$ cat config.mk
export PLATFORM = sky130hd
export DESIGN_NAME = cs_stream_driver
export DESIGN_NICKNAME = d
export VERILOG_FILES = /design/src/rtl/cs_pkg.sv /design/src/rtl/cs_sat_counter.sv /design/src/rtl/cs_stream_driver.sv
export SDC_FILE = /design/constraint.sdc
export NUM_CORES = 1
export LEC_CHECK = 0
export BUFFER_PORTS_ARGS = -buffer_cell sky130_fd_sc_hd__buf_4
export CAP_MARGIN = 20
export CORE_ASPECT_RATIO = 0.9
export CORE_MARGIN = 1.5
export CORE_UTILIZATION = 40
export DETAILED_ROUTE_END_ITERATION = 8
export PLACE_DENSITY = 0.63
export SLEW_MARGIN = 20
export SYNTH_ARGS = -nofsm -noshare
export SYNTH_HDL_FRONTEND = slang
export SYNTH_SLANG_ARGS = --single-unit
$ cat constraint.sdc
create_clock -name clk -period 1.9 [get_ports clk]
set_clock_uncertainty 0.05 [all_clocks]
set_input_delay 0.19 -clock clk [delete_from_list [all_inputs] [get_ports clk]]
set_output_delay 0.19 -clock clk [all_outputs]
set_load 0.03 [all_outputs]
$ cat src/rtl/cs_pkg.sv
// Shared defaults, FSM encoding and the compare-count helper for the CS stream driver.
package cs_pkg;

    localparam int N_PAT_DEF = 2000;
    localparam int WIN_DEF   = 9;
    localparam int LAT_DEF   = 1;
    localparam int XW_DEF    = 8;
    localparam int YW_DEF    = 10;
    localparam int AW_DEF    = 15;
    localparam int EW_DEF    = 16;

    typedef logic [2:0] state_t;

    localparam state_t S_IDLE  = 3'd0;
    localparam state_t S_FEED  = 3'd1;
    localparam state_t S_RUN   = 3'd2;
    localparam state_t S_DRAIN = 3'd3;
    localparam state_t S_DONE  = 3'd4;

    // Number of full windows in a stream of n_pat samples.
    function automatic int n_cmp(input int n_pat, input int win);
        return n_pat - win + 1;
    endfunction

endpackage

$ cat src/rtl/cs_sat_counter.sv
// Saturating up-counter with synchronous clear; clear wins over increment.
module cs_sat_counter #(
    parameter int W = 16
) (
    input  logic         clk_i,
    input  logic         rst_ni,
    input  logic         clr_i,
    input  logic         inc_i,
    output logic [W-1:0] cnt_o
);

    logic [W-1:0] cnt_q, cnt_d;

    // Next count: clear, or step unless already at all-ones.
    always_comb begin
        cnt_d = cnt_q;
        if (clr_i) begin
            cnt_d = '0;
        end else if (inc_i && (cnt_q != '1)) begin
            cnt_d = cnt_q + W'(1);
        end
    end

    // Count register.
    always_ff @(posedge clk_i or negedge rst_ni) begin
        if (!rst_ni) cnt_q <= '0;
        else         cnt_q <= cnt_d;
    end

    assign cnt_o = cnt_q;

endmodule

$ cat src/rtl/cs_stream_driver.sv
// Streams samples into CS and checks its Y output against a golden memory.
//
//  state   | meaning
//  --------+-----------------------------------------------------------
//  IDLE    | after reset, waiting for start
//  FEED    | loading the first WIN samples (window not yet full)
//  RUN     | loading remaining samples, compares may be running
//  DRAIN   | all samples loaded, waiting out the last LAT compares
//  DONE    | result held (done/pass/err_cnt) until the next start
module cs_stream_driver
    import cs_pkg::*;
#(
    parameter int N_PAT = N_PAT_DEF,
    parameter int WIN   = WIN_DEF,
    parameter int LAT   = LAT_DEF,
    parameter int XW    = XW_DEF,
    parameter int YW    = YW_DEF,
    parameter int AW    = AW_DEF,
    parameter int EW    = EW_DEF
) (
    input  logic          clk,
    input  logic          reset,
    input  logic          start,
    output logic [AW-1:0] x_addr,
    input  logic [XW-1:0] x_data,
    output logic [XW-1:0] X,
    input  logic [YW-1:0] Y,
    output logic [AW-1:0] gold_addr,
    input  logic [YW-1:0] gold_data,
    output logic          busy,
    output logic          done,
    output logic          pass,
    output logic [EW-1:0] err_cnt,
    output logic          mis_pulse,
    output logic [AW-1:0] mis_idx
);

    localparam int            N_CMP    = n_cmp(N_PAT, WIN);
    localparam logic [AW-1:0] WIN_LAST = AW'(WIN - 1);
    localparam logic [AW-1:0] XI_LAST  = AW'(N_PAT - 1);
    localparam logic [AW-1:0] CI_LAST  = AW'(N_CMP - 1);

    if (N_PAT < WIN) begin : g_npat_chk
        $error("cs_stream_driver: N_PAT must be >= WIN");
    end
    if (LAT < 1) begin : g_lat_chk
        $error("cs_stream_driver: LAT must be >= 1");
    end
    if ((2 ** AW) <= N_PAT) begin : g_aw_chk
        $error("cs_stream_driver: AW too narrow for N_PAT");
    end

    state_t          state_q, state_d;
    logic [AW-1:0]   xi_q, xi_d;
    logic [XW-1:0]   x_q, x_d;
    logic [AW-1:0]   ci_q, ci_d;
    logic [LAT-1:0]  sh_q, sh_d;
    logic            cmp_en_q, cmp_en_d;
    logic            done_q, done_d;
    logic            mis_pulse_q, mis_pulse_d;
    logic [AW-1:0]   mis_idx_q, mis_idx_d;

    logic feeding, start_ok, last_x, win_ld, mismatch, last_cmp;

    assign feeding  = (state_q == S_FEED) || (state_q == S_RUN);
    assign start_ok = start && ((state_q == S_IDLE) || (state_q == S_DONE));
    assign last_x   = feeding && (xi_q == XI_LAST);
    assign win_ld   = (state_q == S_FEED) && (xi_q == WIN_LAST);
    assign mismatch = cmp_en_q && (Y != gold_data);
    assign last_cmp = cmp_en_q && (ci_q == CI_LAST);

    // Sequencing and datapath next-state; start only lands in IDLE/DONE.
    always_comb begin
        state_d     = state_q;
        xi_d        = xi_q;
        x_d         = x_q;
        ci_d        = ci_q;
        sh_d        = (sh_q << 1) | LAT'(win_ld);
        cmp_en_d    = cmp_en_q;
        done_d      = done_q;
        mis_pulse_d = mismatch;
        mis_idx_d   = mis_idx_q;

        unique case (state_q)
            S_IDLE:  if (start) state_d = S_FEED;
            S_FEED:  if (win_ld) state_d = last_x ? S_DRAIN : S_RUN;
            S_RUN:   if (last_x) state_d = S_DRAIN;
            S_DRAIN: if (last_cmp) state_d = S_DONE;
            S_DONE:  if (start) state_d = S_FEED;
            default: state_d = S_IDLE;
        endcase

        // x_addr parks on the last sample once it has been loaded.
        if (feeding) begin
            x_d = x_data;
            if (!last_x) xi_d = xi_q + AW'(1);
        end

        // The compare window opens after the LAT-deep delay and closes on the last index.
        if (sh_q[LAT-1])   cmp_en_d = 1'b1;
        else if (last_cmp) cmp_en_d = 1'b0;

        if (cmp_en_q) ci_d = ci_q + AW'(1);
        if (mismatch) mis_idx_d = ci_q;
        if (last_cmp) done_d = 1'b1;

        if (start_ok) begin
            xi_d        = '0;
            ci_d        = '0;
            sh_d        = '0;
            cmp_en_d    = 1'b0;
            done_d      = 1'b0;
            mis_pulse_d = 1'b0;
            mis_idx_d   = '0;
        end
    end

    // State registers; reset aborts any run immediately.
    always_ff @(posedge clk or negedge reset) begin
        if (!reset) begin
            state_q     <= S_IDLE;
            xi_q        <= '0;
            x_q         <= '0;
            ci_q        <= '0;
            sh_q        <= '0;
            cmp_en_q    <= 1'b0;
            done_q      <= 1'b0;
            mis_pulse_q <= 1'b0;
            mis_idx_q   <= '0;
        end else begin
            state_q     <= state_d;
            xi_q        <= xi_d;
            x_q         <= x_d;
            ci_q        <= ci_d;
            sh_q        <= sh_d;
            cmp_en_q    <= cmp_en_d;
            done_q      <= done_d;
            mis_pulse_q <= mis_pulse_d;
            mis_idx_q   <= mis_idx_d;
        end
    end

    cs_sat_counter #(.W(EW)) u_err_cnt (
        .clk_i  (clk),
        .rst_ni (reset),
        .clr_i  (start_ok),
        .inc_i  (mismatch),
        .cnt_o  (err_cnt)
    );

    assign x_addr    = xi_q;
    assign X         = x_q;
    assign gold_addr = ci_q;
    assign busy      = feeding || (state_q == S_DRAIN);
    assign done      = done_q;
    assign pass      = done_q && (err_cnt == '0);
    assign mis_pulse = mis_pulse_q;
    assign mis_idx   = mis_idx_q;

endmodule
### Yosys cells after proc, flatten, opt, wreduce, memory -nomap -nowiden

Cells that the tools add are included.

| storage, ports and cells | value |
|---|---|
| register bits | 76 |
| input bits | 31 |
| word-level logic and storage cells | 70 |

| operators by class | value |
|---|---|
| equal/unequal tests | 14 |
| add/sub/neg operators | 3 |
| muxes and demuxes | 22 |
| reductions and logical operators | 21 |

Operators with widths:

| operator | count |
|---|---|
| $mux W15 | 7 |
| $mux W16 | 2 |
| $add A15 B1 Y15 const B | 2 |
| $eq A15 B11 Y1 const B | 2 |
| $add A16 B1 Y16 const B | 1 |
| $logic_not A16 Y1 | 1 |
| $ne A16 B16 Y1 const B | 1 |
| $eq A15 B4 Y1 const B | 1 |
| $mux W3 | 4 |
| $pmux W3 S4 | 1 |
| $ne A10 B10 Y1 | 1 |
| $reduce_bool A2 Y1 | 5 |
| $mux W1 | 8 |
| $ne A2 B2 Y1 const B | 4 |
| $logic_and A1 B1 Y1 | 7 |
| $eq A3 B2 Y1 const B | 2 |
| $reduce_and A4 Y1 | 1 |
| $eq A3 B1 Y1 const B | 1 |
| $eq A3 B3 Y1 const B | 1 |
| $logic_not A3 Y1 | 1 |
| $logic_or A1 B1 Y1 | 3 |
| $reduce_bool A3 Y1 | 1 |
| $ne A2 B1 Y1 const B | 1 |
| $reduce_and A2 Y1 | 1 |
| $reduce_or A2 Y1 | 1 |

### Longest topological paths before layout

Gate-level depths: netlist (run 1).

| logic depth | value |
|---|---|
| depth in word-level cells | 6 |
| gate-level depth with buffers | 7 |

### Modules after synthesis

From an unflattened synthesis (run 1), not the netlist that was laid out.

| unflattened totals | value |
|---|---|
| cell total of the unflattened synthesis | 458 |
| area, all modules | 4311.6 sq um |

By module, submodules not included:

| module | times used | area each (sq um) | cells an instance | seq. area each (sq um) |
|---|---|---|---|---|
| cs_stream_driver | 1 | 3369.5 | 360 | 1501.4 |
| cs_sat_counter | 1 | 942.2 | 98 | 400.4 |

### Worst setup path after synthesis (run 1)

Ideal clock, no wire load.

| timing path | value |
|---|---|
| path type | flip-flop to flip-flop |
| from | register u_err_cnt.cnt_q[1], in the netlist u_err_cnt.cnt_o[1] |
| to | register u_err_cnt.cnt_q[0], in the netlist u_err_cnt.cnt_o[0] |
| data required time | 1772 ps |
| cell stages (with the launch flop) | 8 |
| buffers on the path | 1 |
| slack | -248 ps |
| library setup time | 78 ps |
| arrival | 2020 ps |
| cells stage by stage | dfrtp_1 -> ha_1 -> nand3_1 -> or4b_4 -> o21ai_2 -> buf_4 -> o21ai_0 -> a21oi_1 |

| on the way | value |
|---|---|
| word-level cells in the longest chain between the ends | 3 |

RTL lines:

| element | line | source |
|---|---|---|
| start, declared | cs_sat_counter.sv:12 | `logic [W-1:0] cnt_q, cnt_d;` |
| start signal, assigned | cs_sat_counter.sv:27 | `else cnt_q <= cnt_d;` |
| $ne A16 B16 Y1 | cs_sat_counter.sv:19 | `end else if (inc_i && (cnt_q != '1)) begin` |
| $logic_and A1 B1 Y1 | cs_sat_counter.sv:19 |  |
| $reduce_bool A2 Y1 (no source line) | - |  |

No other way between the ends.
A chain may end at the register's enable or synchronous reset.

### Final worst setup path (run 1)

| timing path | value |
|---|---|
| from | register ci_q[4], in the netlist gold_addr[4] |
| to | register state_q[0] |

| on the way | value |
|---|---|
| word-level cells in the longest chain between the ends | 4 |

RTL lines:

| element | line | source |
|---|---|---|
| start, declared | cs_stream_driver.sv:56 | `logic [AW-1:0] ci_q, ci_d;` |
| start signal, assigned | cs_stream_driver.sv:134 | `ci_q <= ci_d;` |
| $eq A15 B11 Y1 | cs_stream_driver.sv:70 | `assign last_cmp = cmp_en_q && (ci_q == CI_LAST);` |
| $logic_and A1 B1 Y1 | cs_stream_driver.sv:70 |  |
| $ne A2 B2 Y1 (no source line) | - |  |
| $reduce_and A4 Y1 (no source line) | - |  |
| end signal, assigned | cs_stream_driver.sv:131 | `state_q <= state_d;` |
| end, declared | cs_stream_driver.sv:53 | `state_t state_q, state_d;` |

No other way between the ends.

==> results of run 1 <==
[per-stage QoR]
step	hold slack, ns	setup TNS [ns]	util, %	instances	total power, mW
6_report	0.0144	-0.128	60.6	679	6.30
3_3_place_gp	0.112	-0.0322	56.6	653	4.94
5_1_grt	0.000981	-1.04	60.6	679	6.68
2_1_floorplan	-0.156	-0.439	-	395	3.86
4_1_cts	0.000289	-0.0823	59.5	673	6.27
3_5_place_dp	0.114	-0.0774	56.6	653	5.01
[synthesized netlist by cell type, types with 8 or more instances]
library cell / number
xor2_1: 17
dfrtp_1: 76
o21ai_0: 24
a21oi_1: 18
nand2_1: 39
nor2_1: 38
nand4_1: 16
mux2_2: 8
xnor2_1: 16
nand3_1: 32
o31ai_1: 12
or4_1: 14
clkbuf_1: 12
and3_1: 14
[final cells by class]
class / count / area [sq um] / share of cell area [%]
Inverter: 5 / 21.3 / 0.383
Multi-Input combinational cell: 298 / 1970 / 35.5
Clock inverter: 5 / 55.1 / 0.990
Clock buffer: 11 / 131 / 2.36
Timing Repair Buffer: 162 / 1310 / 23.5
Sequential cell: 76 / 1920 / 34.5
Tap cell: 122 / 153 / 2.75
[sequential cells by signal, indices dropped and copies added (netlist names)]
signal	flops
X	8
x_addr	15
mis_pulse	1
state_q	3
sh_q	1
u_err_cnt.cnt_o	16
gold_addr	15
mis_idx	15
done	1
cmp_en_q	1
[kinds of logic after synthesis]
family,synth area share (%)
AND/OR/NAND/NOR,25.4
flip-flops,49.9
AO/OA/AOI/OAI,10.0
XOR/XNOR,7.59
buffers and inverters,2.27
multiplexers,3.15
adder cells (fa/ha/maj),1.64
[power by group]
group	internal, mW	switching, mW
logic	1.26	1.62
registers	1.93	0.298
clock network	0.603	0.586
total	3.79	2.51
[per-layer routing]
| layer | vias to the layer above | share of wire (%) | track usage (%) |
|---|---|---|---|
| met4 | 0 | 0.78 | 5.63 |
| li1 | 1733 | - | - |
| met5 | - | 0 | 0 |
| met2 | 115 | 46 | 34.0 |
| met1 | 1722 | 46 | 26.2 |
| met3 | 9 | 6.5 | 5.88 |
[placed cells by master (no fill, tap or decap), types with 10 or more instances in the layout]
| master | instances |
|---|---|
| a21oi_1 | 15 |
| or4_1 | 10 |
| nand3_1 | 31 |
| dfrtp_2 | 13 |
| buf_4 | 148 |
| xnor2_1 | 16 |
| and3_1 | 11 |
| xor2_1 | 17 |
| o31ai_1 | 11 |
| nand4_1 | 16 |
| o21ai_0 | 23 |
| nor2_1 | 38 |
| dfrtp_1 | 63 |
| nand2_1 | 37 |
[what timing repair did]
action,4_1_cts,5_1_grt
endpoints found under the setup margin,2,17
pin swaps,4,3
hold buffers,2,3
buffers inserted,2,3
hold endpoints to repair,32,3
gates resized for setup,8,16
[final timing paths]
kind,from,endpoint,slack (ns),cells past startpoint
max in group asynchronous,reset,x_addr[1],0.93,3
min in group asynchronous,reset,u_err_cnt.cnt_o[7],0.27,2
worst max register to register,gold_addr[4],state_q[0],-0.08,5
worst min register to register,sh_q,cmp_en_q,0.44,2
worst min-delay path,x_data[5],X[5],0.01,2
worst max-delay path,gold_addr[4],state_q[0],-0.08,5
==> flow_summary.yaml, run 1 <==
run_status:
  status: "complete, but fails checks"
  violations: "setup timing"
clocking:
  clock_path_buffers: 2
  insertion_delay_ns: 0.35
  cts.clk_slew.worst_paths_ns: 0.08
  root_buffer: "clkbuf_8"
  cts_max_level: 3
  clock-sinks: 76
  cts_made_buffers: 9
  cts_tree: "built"
yosys:
  synth_area_sq_um: 3810
  syn-num-nets: 431
  synth.top_cell.area_share_pct: 49.9
  synth_cells: 395
  yosysTopAreaCell: "dfrtp_1"
  ys_ff_latch: 76
  synthFlopType: "dfrtp_1"
  yosys-top-cells-area: "dfrtp_1 (50%), nand3_1 (4.2%), xor2_1 (3.9%), nand2_1 (3.8%), nor2_1 (3.7%)"
  ys_types: 42
  ys_seq_area_share_pct: 49.9
  avgSynthCellArea_sq_um: 9.65
  synthArstFlopShare_pct: 100
  synth_edf_count: 0
  ys_warn_count: 0
setup_path:
  cp.required_ns: 2.09
  start_kind: "register"
  cp-end-kind: "register"
  cp.arrival_ns: 2.16
  path_cells: "or4_4, nor4_4, and3_4, nand2_1, a211o_1"
  crit_slowest_cell: "or4_4"
  critPathMaxStageDelay_ns: 0.55
  crit_fanout: 2
  worst-path-buf-inv: 0
  cp_top_family: "simple AND/OR/NAND/NOR gates"
  critPathKind: "reg2reg"
drt:
  via_count: 3579
  routedWlPerCell_um: 14.9
  routed_via_density: 5.27
  drt_first_pass_iters: 5
  drc_errors: 0
  drt_iter0_markers: 135
  drtAntennaViolNets: 0
  routed_wirelength_um: 10100
min_path:
  hold_path.class: "in2reg"
timing:
  min_period_ns: 1.98
  rsz0062_at_grt: "yes"
  finalHoldViolCount: 0
  setup_viol: 5
  maxSlewHeadroom_pct: 70.0
  tightest_slew_ns: 0.447
  timing.fmax_mhz: 506
  layout_setup_ws_ns: -0.0763
  slew_viol_final: 0
  fin_crit_sh_pct: 104
layout:
  drive_above_1_share_pct: 40.0
  area_delta_synth_final_pct: 45.9
  num-fill-cells: 789
  final_nets: 588
  antenna_cells: 0
  final_area_sq_um: 5560
global_routing:
  track_usage_pct: 20.4
  grt.overflow.total: 0
  antenna_found_initial: 0
  grt_max_degree: 46
  grt_pass1_wl_um: 16300
  grt_pass1_vias: 3432
floorplan:
  die_area_sq_um: 10100
  die_w_um: 106
  fp.dieH_um: 95.6
  pin_count: 104
  core_area_sq_um: 9170
  start_util_pct: 41.6
  rows: 33
place:
  placed_cell_area_sq_um: 5190
  detailedPlace.worstSlack_ns: -0.0774
  place_hpwl_um: 7000
  routabilityCongestion: 0.795
  numPortBuffers: 103
power:
  p_per_area_nw_per_um2: 1130
  p_leak_nw: 2.56
  ir_worst_vdd_mv: 1.03
flow_run:
  max_cap_viol_count: 0
No activity file was read; power rests on OpenSTA's default activity.
==> run 2: changes to the inputs <==
REMOVE_ABC_BUFFERS = 1   (was unset)
==> run 2 against run 1 <==
Largest cell class unchanged. Critical path depth did not move. Worst hold slack improved by 0.0083 ns. Worst setup slack improved by 0.032 ns. Sequential power barely moved. The flow still finishes with violations (setup timing). Highest routed layer unchanged. Non-clock buffer count fell by 3.
==> flow_summary.yaml, run 2 (synthesis results as in run 1) <==
setup_path:
  timing.rr.start: "gold_addr[3]"
  critPathLaunch: "gold_addr[3]"
  cp-end-kind: "register"
  cp.required_ns: 2.07
  critPathMaxStageDelay_ns: 0.55
  crit_slowest_cell: "or4_4"
  path_cells: "or4_4, nor4_4, and3_4, nand2_2, a211o_1"
  worst-path-buf-inv: 0
  critPathKind: "reg2reg"
  start_kind: "register"
  crit_fanout: 2
  cp_top_family: "simple AND/OR/NAND/NOR gates"
  cp.arrival_ns: 2.12
layout:
  layout_commonest_cell: "buf_4"
  drive_above_1_share_pct: 36.4
  regArea_sq_um: 1900
  stdcell_count: 674
  layout_common_cells: "buf_4 (152), dfrtp_1 (75), nor2_1 (38)"
  area_delta_synth_final_pct: 41.6
  multi_input_area_sq_um: 1920
  largest_reg_flops: 16
  num-fill-cells: 826
  antenna_cells: 0
  final_nets: 585
timing:
  finalHoldViolCount: 0
  rsz0062_at_grt: "yes"
  setup_viol: 2
  slew_viol_final: 0
  timing.fmax_mhz: 514
  fin_crit_sh_pct: 102
  min_period_ns: 1.94
  maxSlewHeadroom_pct: 65.6
  hold_ws_ns: 0.0227
  tightest_slew_ns: 0.516
  layout_setup_ws_ns: -0.0442
place:
  place_hpwl_um: 7120
  routabilityCongestion: 0.872
  numPortBuffers: 103
  detailedPlace.worstSlack_ns: -0.190
  placedCellCount: 655
drt:
  drt_first_pass_iters: 5
  routedWlPerCell_um: 14.3
  via_count: 3517
  drtAntennaViolNets: 0
  drt_iter0_markers: 176
  routed_wirelength_um: 9640
  drc_errors: 0
  routed_via_density: 5.22
global_routing:
  grt.overflow.total: 0
  grt_pass1_wl_um: 15900
  grt_max_degree: 39
  grt_pass1_vias: 3389
  antenna_found_initial: 0
  track_usage_pct: 19.8
clocking:
  cts_made_buffers: 9
  cts_max_level: 3
  cts_tree: "built"
  root_buffer: "clkbuf_8"
  insertion_delay_ns: 0.34
  cts.clk_slew.worst_paths_ns: 0.08
  clock-sinks: 76
  clock_path_buffers: 2
power:
  ir_worst_vdd_mv: 0.939
  p_leak_nw: 2.54
  p_per_area_nw_per_um2: 1110
floorplan:
  rows: 33
  core_area_sq_um: 9170
  die_w_um: 106
  fp.dieH_um: 95.6
  pin_count: 104
  start_util_pct: 41.6
  die_area_sq_um: 10100
run_status:
  violations: "setup timing"
  status: "complete, but fails checks"
min_path:
  min-delay-start: "x_data[5]"
  hold_path.class: "in2reg"
flow_run:
  max_cap_viol_count: 0
[run 2: changes by cell type in the layout (fill, tap and decap cells not counted), sizes merged]
cell | before | now
bufinv | 1 | 0
clkinv | 2 | 0
dlygate4sd3 | 5 | 2
inv | 5 | 6
[run 2: through the flow]
step	TNS, ns	instance area, sq um	total power [mW]	utilization [%]
6_report	-0.0629	5400	6.01	58.9
5_1_grt	-0.833	5400	6.41	58.9
4_1_cts	-0.113	5320	6.01	58.0
3_5_place_dp	-0.450	5090	4.86	55.5
3_3_place_gp	-0.0965	5090	4.79	55.5
2_1_floorplan	-19.05	3740	3.72	-
[run 2: final timing paths]
path	end	slack [ns]	cells past startpoint
setup / recovery	state_q[0]	-0.04	5
min in group asynchronous	x_addr[10]	0.34	2
hold reg to reg	cmp_en_q	0.42	2
hold / removal	X[5]	0.02	2
max in group asynchronous	mis_idx[1]	0.82	3
setup reg to reg	state_q[0]	-0.04	5
[run 2: area by class of cell]
cell class / count / share of cell area [%]
multi-input cells: 298 / 35.6
flip-flops and latches: 76 / 35.3
repair buffers: 159 / 22.9
well taps: 122 / 2.83
clock buffers: 11 / 2.62
clock inverters: 3 / 0.441
inverters: 5 / 0.348
[run 2: repair_timing]
action | 4_1_cts | 5_1_grt
hold endpoints to repair | 36 | 1
hold buffers | 1 | 1
pin swaps | 4 | 4
endpoints found under the setup margin | 6 | 16
resized for setup | 9 | 14
setup buffers | 1 | 2
[run 2: metal layers]
metal  routed length, um  track usage, %  part of all wire [%]
met5                   0               0                     0
met4                  98            4.84                   1.0
met3                 584            5.95                   6.1
met2                4490            31.3                    47
met1                4470            26.7                    46
[run 2: power breakdown]
part	total, mW	leakage, nW	internal (mW)	switching [mW]
sequential	2.21	1.02	1.92	0.285
clock	1.08	0.0779	0.501	0.578
combinational	2.72	1.44	1.15	1.57
total	6.01	2.54	3.57	2.43
==> run 3: changes to the inputs <==
PLACE_DENSITY = 0.61   (was 0.63)
clock period = 1.95 ns   (was 1.9 ns; I/O delays follow)
==> run 3 against run 2 <==
The flow still finishes with violations (setup timing). Worst setup slack improved by 0.038 ns. Sequential power fell by 3%. Die area did not move. Fmax fell by 0.60%. Design area rose by 1.3%. Largest cell class unchanged. Wire length rose by 2.9%. Total power rose by 1.9%. Combinational power fell by 3%. Non-clock buffer count fell by 1. Global-route usage fell by 0.24 points.
==> flow_summary.yaml, run 3 (synthesis results as in run 1) <==
drt:
  drt_first_pass_iters: 4
  drc_errors: 0
  drtAntennaViolNets: 0
  routedWlPerCell_um: 14.7
  routed_wirelength_um: 9920
  via_count: 3557
  drt_iter0_markers: 141
  routed_via_density: 5.27
power:
  p_leak_nw: 2.59
  ir_worst_vdd_mv: 0.922
  total_power_mw: 6.12
  p_per_area_nw_per_um2: 1120
place:
  routabilityCongestion: 0.783
  numPortBuffers: 103
  place_hpwl_um: 7210
  placed_cell_area_sq_um: 5100
  detailedPlace.worstSlack_ns: -0.0611
setup_path:
  cp.required_ns: 2.12
  crit_fanout: 2
  cp.arrival_ns: 2.12
  start_kind: "register"
  timing.rr.start: "gold_addr[3]"
  r2r_setup_slack_ns: -0.006
  critPathKind: "reg2reg"
  reg2reg_depth: 5
  r2r-end: "state_q[0]"
  cp-end-kind: "register"
timing:
  slew_viol_final: 0
  rsz0062_at_grt: "yes"
  tightest_slew_ns: 0.550
  maxSlewHeadroom_pct: 63.3
  layout_setup_ws_ns: -0.00583
  min_period_ns: 1.96
  finalHoldViolCount: 0
  timing.fmax_mhz: 511
  setup_viol: 1
  fin_crit_sh_pct: 100
  hold_ws_ns: 0.0312
floorplan:
  fp.dieH_um: 95.6
  pin_count: 104
  core_area_sq_um: 9170
  rows: 33
  die_w_um: 106
  start_util_pct: 41.6
  die_area_sq_um: 10100
global_routing:
  grt_max_degree: 41
  track_usage_pct: 19.5
  grt_pass1_wl_um: 15700
  antenna_found_initial: 0
  grt.overflow.total: 0
  grt_pass1_vias: 3289
layout:
  area_delta_synth_final_pct: 43.4
  final_area_sq_um: 5470
  drive_above_1_share_pct: 37.1
  num-fill-cells: 843
  utilization_pct: 59.6
  largest_reg_flops: 16
  final_nets: 584
  layout_commonest_cell: "buf_4"
  layout_common_cells: "buf_4 (153), dfrtp_1 (76), nor2_1 (38)"
  antenna_cells: 0
min_path:
  min_path_cells: 2
  min-delay-start: "x_data[0]"
  hold_path.class: "in2reg"
  min_to: "X[0]"
clocking:
  root_buffer: "clkbuf_8"
  clock-sinks: 76
  clock_path_buffers: 2
  cts_tree: "built"
  cts_made_buffers: 9
  cts.clk_slew.worst_paths_ns: 0.08
  insertion_delay_ns: 0.34
  cts_max_level: 3
flow_run:
  max_cap_viol_count: 0
run_status:
  violations: "setup timing"
  status: "complete, but fails checks"
## run 3: changes by cell type in the layout (fill, tap and decap cells not counted), sizes merged
cell,before,now
bufinv,0,2
clkinvlp,2,0
clkbuf,11,13
dlygate4sd3,2,1
## run 3: per-stage QoR
step / TNS [ns] / std cells
after global routing: -0.178 / 675
after CTS: -0.0241 / 672
after detailed placement: -0.0728 / 655
after global placement: -0.0249 / 655
final: -0.00583 / 675
after floorplan: -17.38 / 379
## run 3: per-layer routing
| metal | vias to the layer above | part of all wire [%] | GRT usage (%) |
|---|---|---|---|
| li1 | 1733 | - | - |
| met1 | 1720 | 45 | 25.3 |
| met2 | 97 | 49 | 32.6 |
| met3 | 7 | 5.6 | 5.40 |
| met4 | 0 | 0.79 | 4.73 |
| met5 | - | 0 | 0 |
## run 3: critical path, stage by stage, from the launching register on
cell     delay [ns]
dfrtp_1        0.39
or4_4          0.56
nor4_4         0.31
and3_4         0.23
nand2_2        0.05
a211o_1        0.26
## run 3: worst max path at each step
stage                               end                from  slack, ns
finish                       state_q[0]        gold_addr[3]     -0.006
global route                       pass  u_err_cnt.cnt_o[0]      -0.07
CTS                          state_q[0]       gold_addr[12]      -0.02
detailed placement           state_q[0]       gold_addr[12]      -0.06
global placement             state_q[0]       gold_addr[12]      -0.02
floorplan           u_err_cnt.cnt_o[11]        gold_data[3]      -0.86
## run 3: repair_timing
item / CTS / global route
pin swaps: 0 / 6
resized for setup: 3 / 22
hold buffers: 1 / 0
buffers inserted: 0 / 3
endpoints found under the hold margin: 38 / 0
setup endpoints to repair: 3 / 15
## run 3: cell type report
type / count / area, sq um / share of cell area, %
Multi-Input combinational cell: 298 / 1940 / 35.6
Sequential cell: 76 / 1900 / 34.8
Timing Repair Buffer: 158 / 1230 / 22.5
Tap cell: 122 / 153 / 2.79
Clock buffer: 13 / 149 / 2.72
Clock inverter: 3 / 68.8 / 1.26
Inverter: 5 / 18.8 / 0.343
## run 3: where the power goes
group | internal (mW) | switching (mW)
logic | 1.13 | 1.52
clock network | 0.764 | 0.566
registers | 1.87 | 0.268
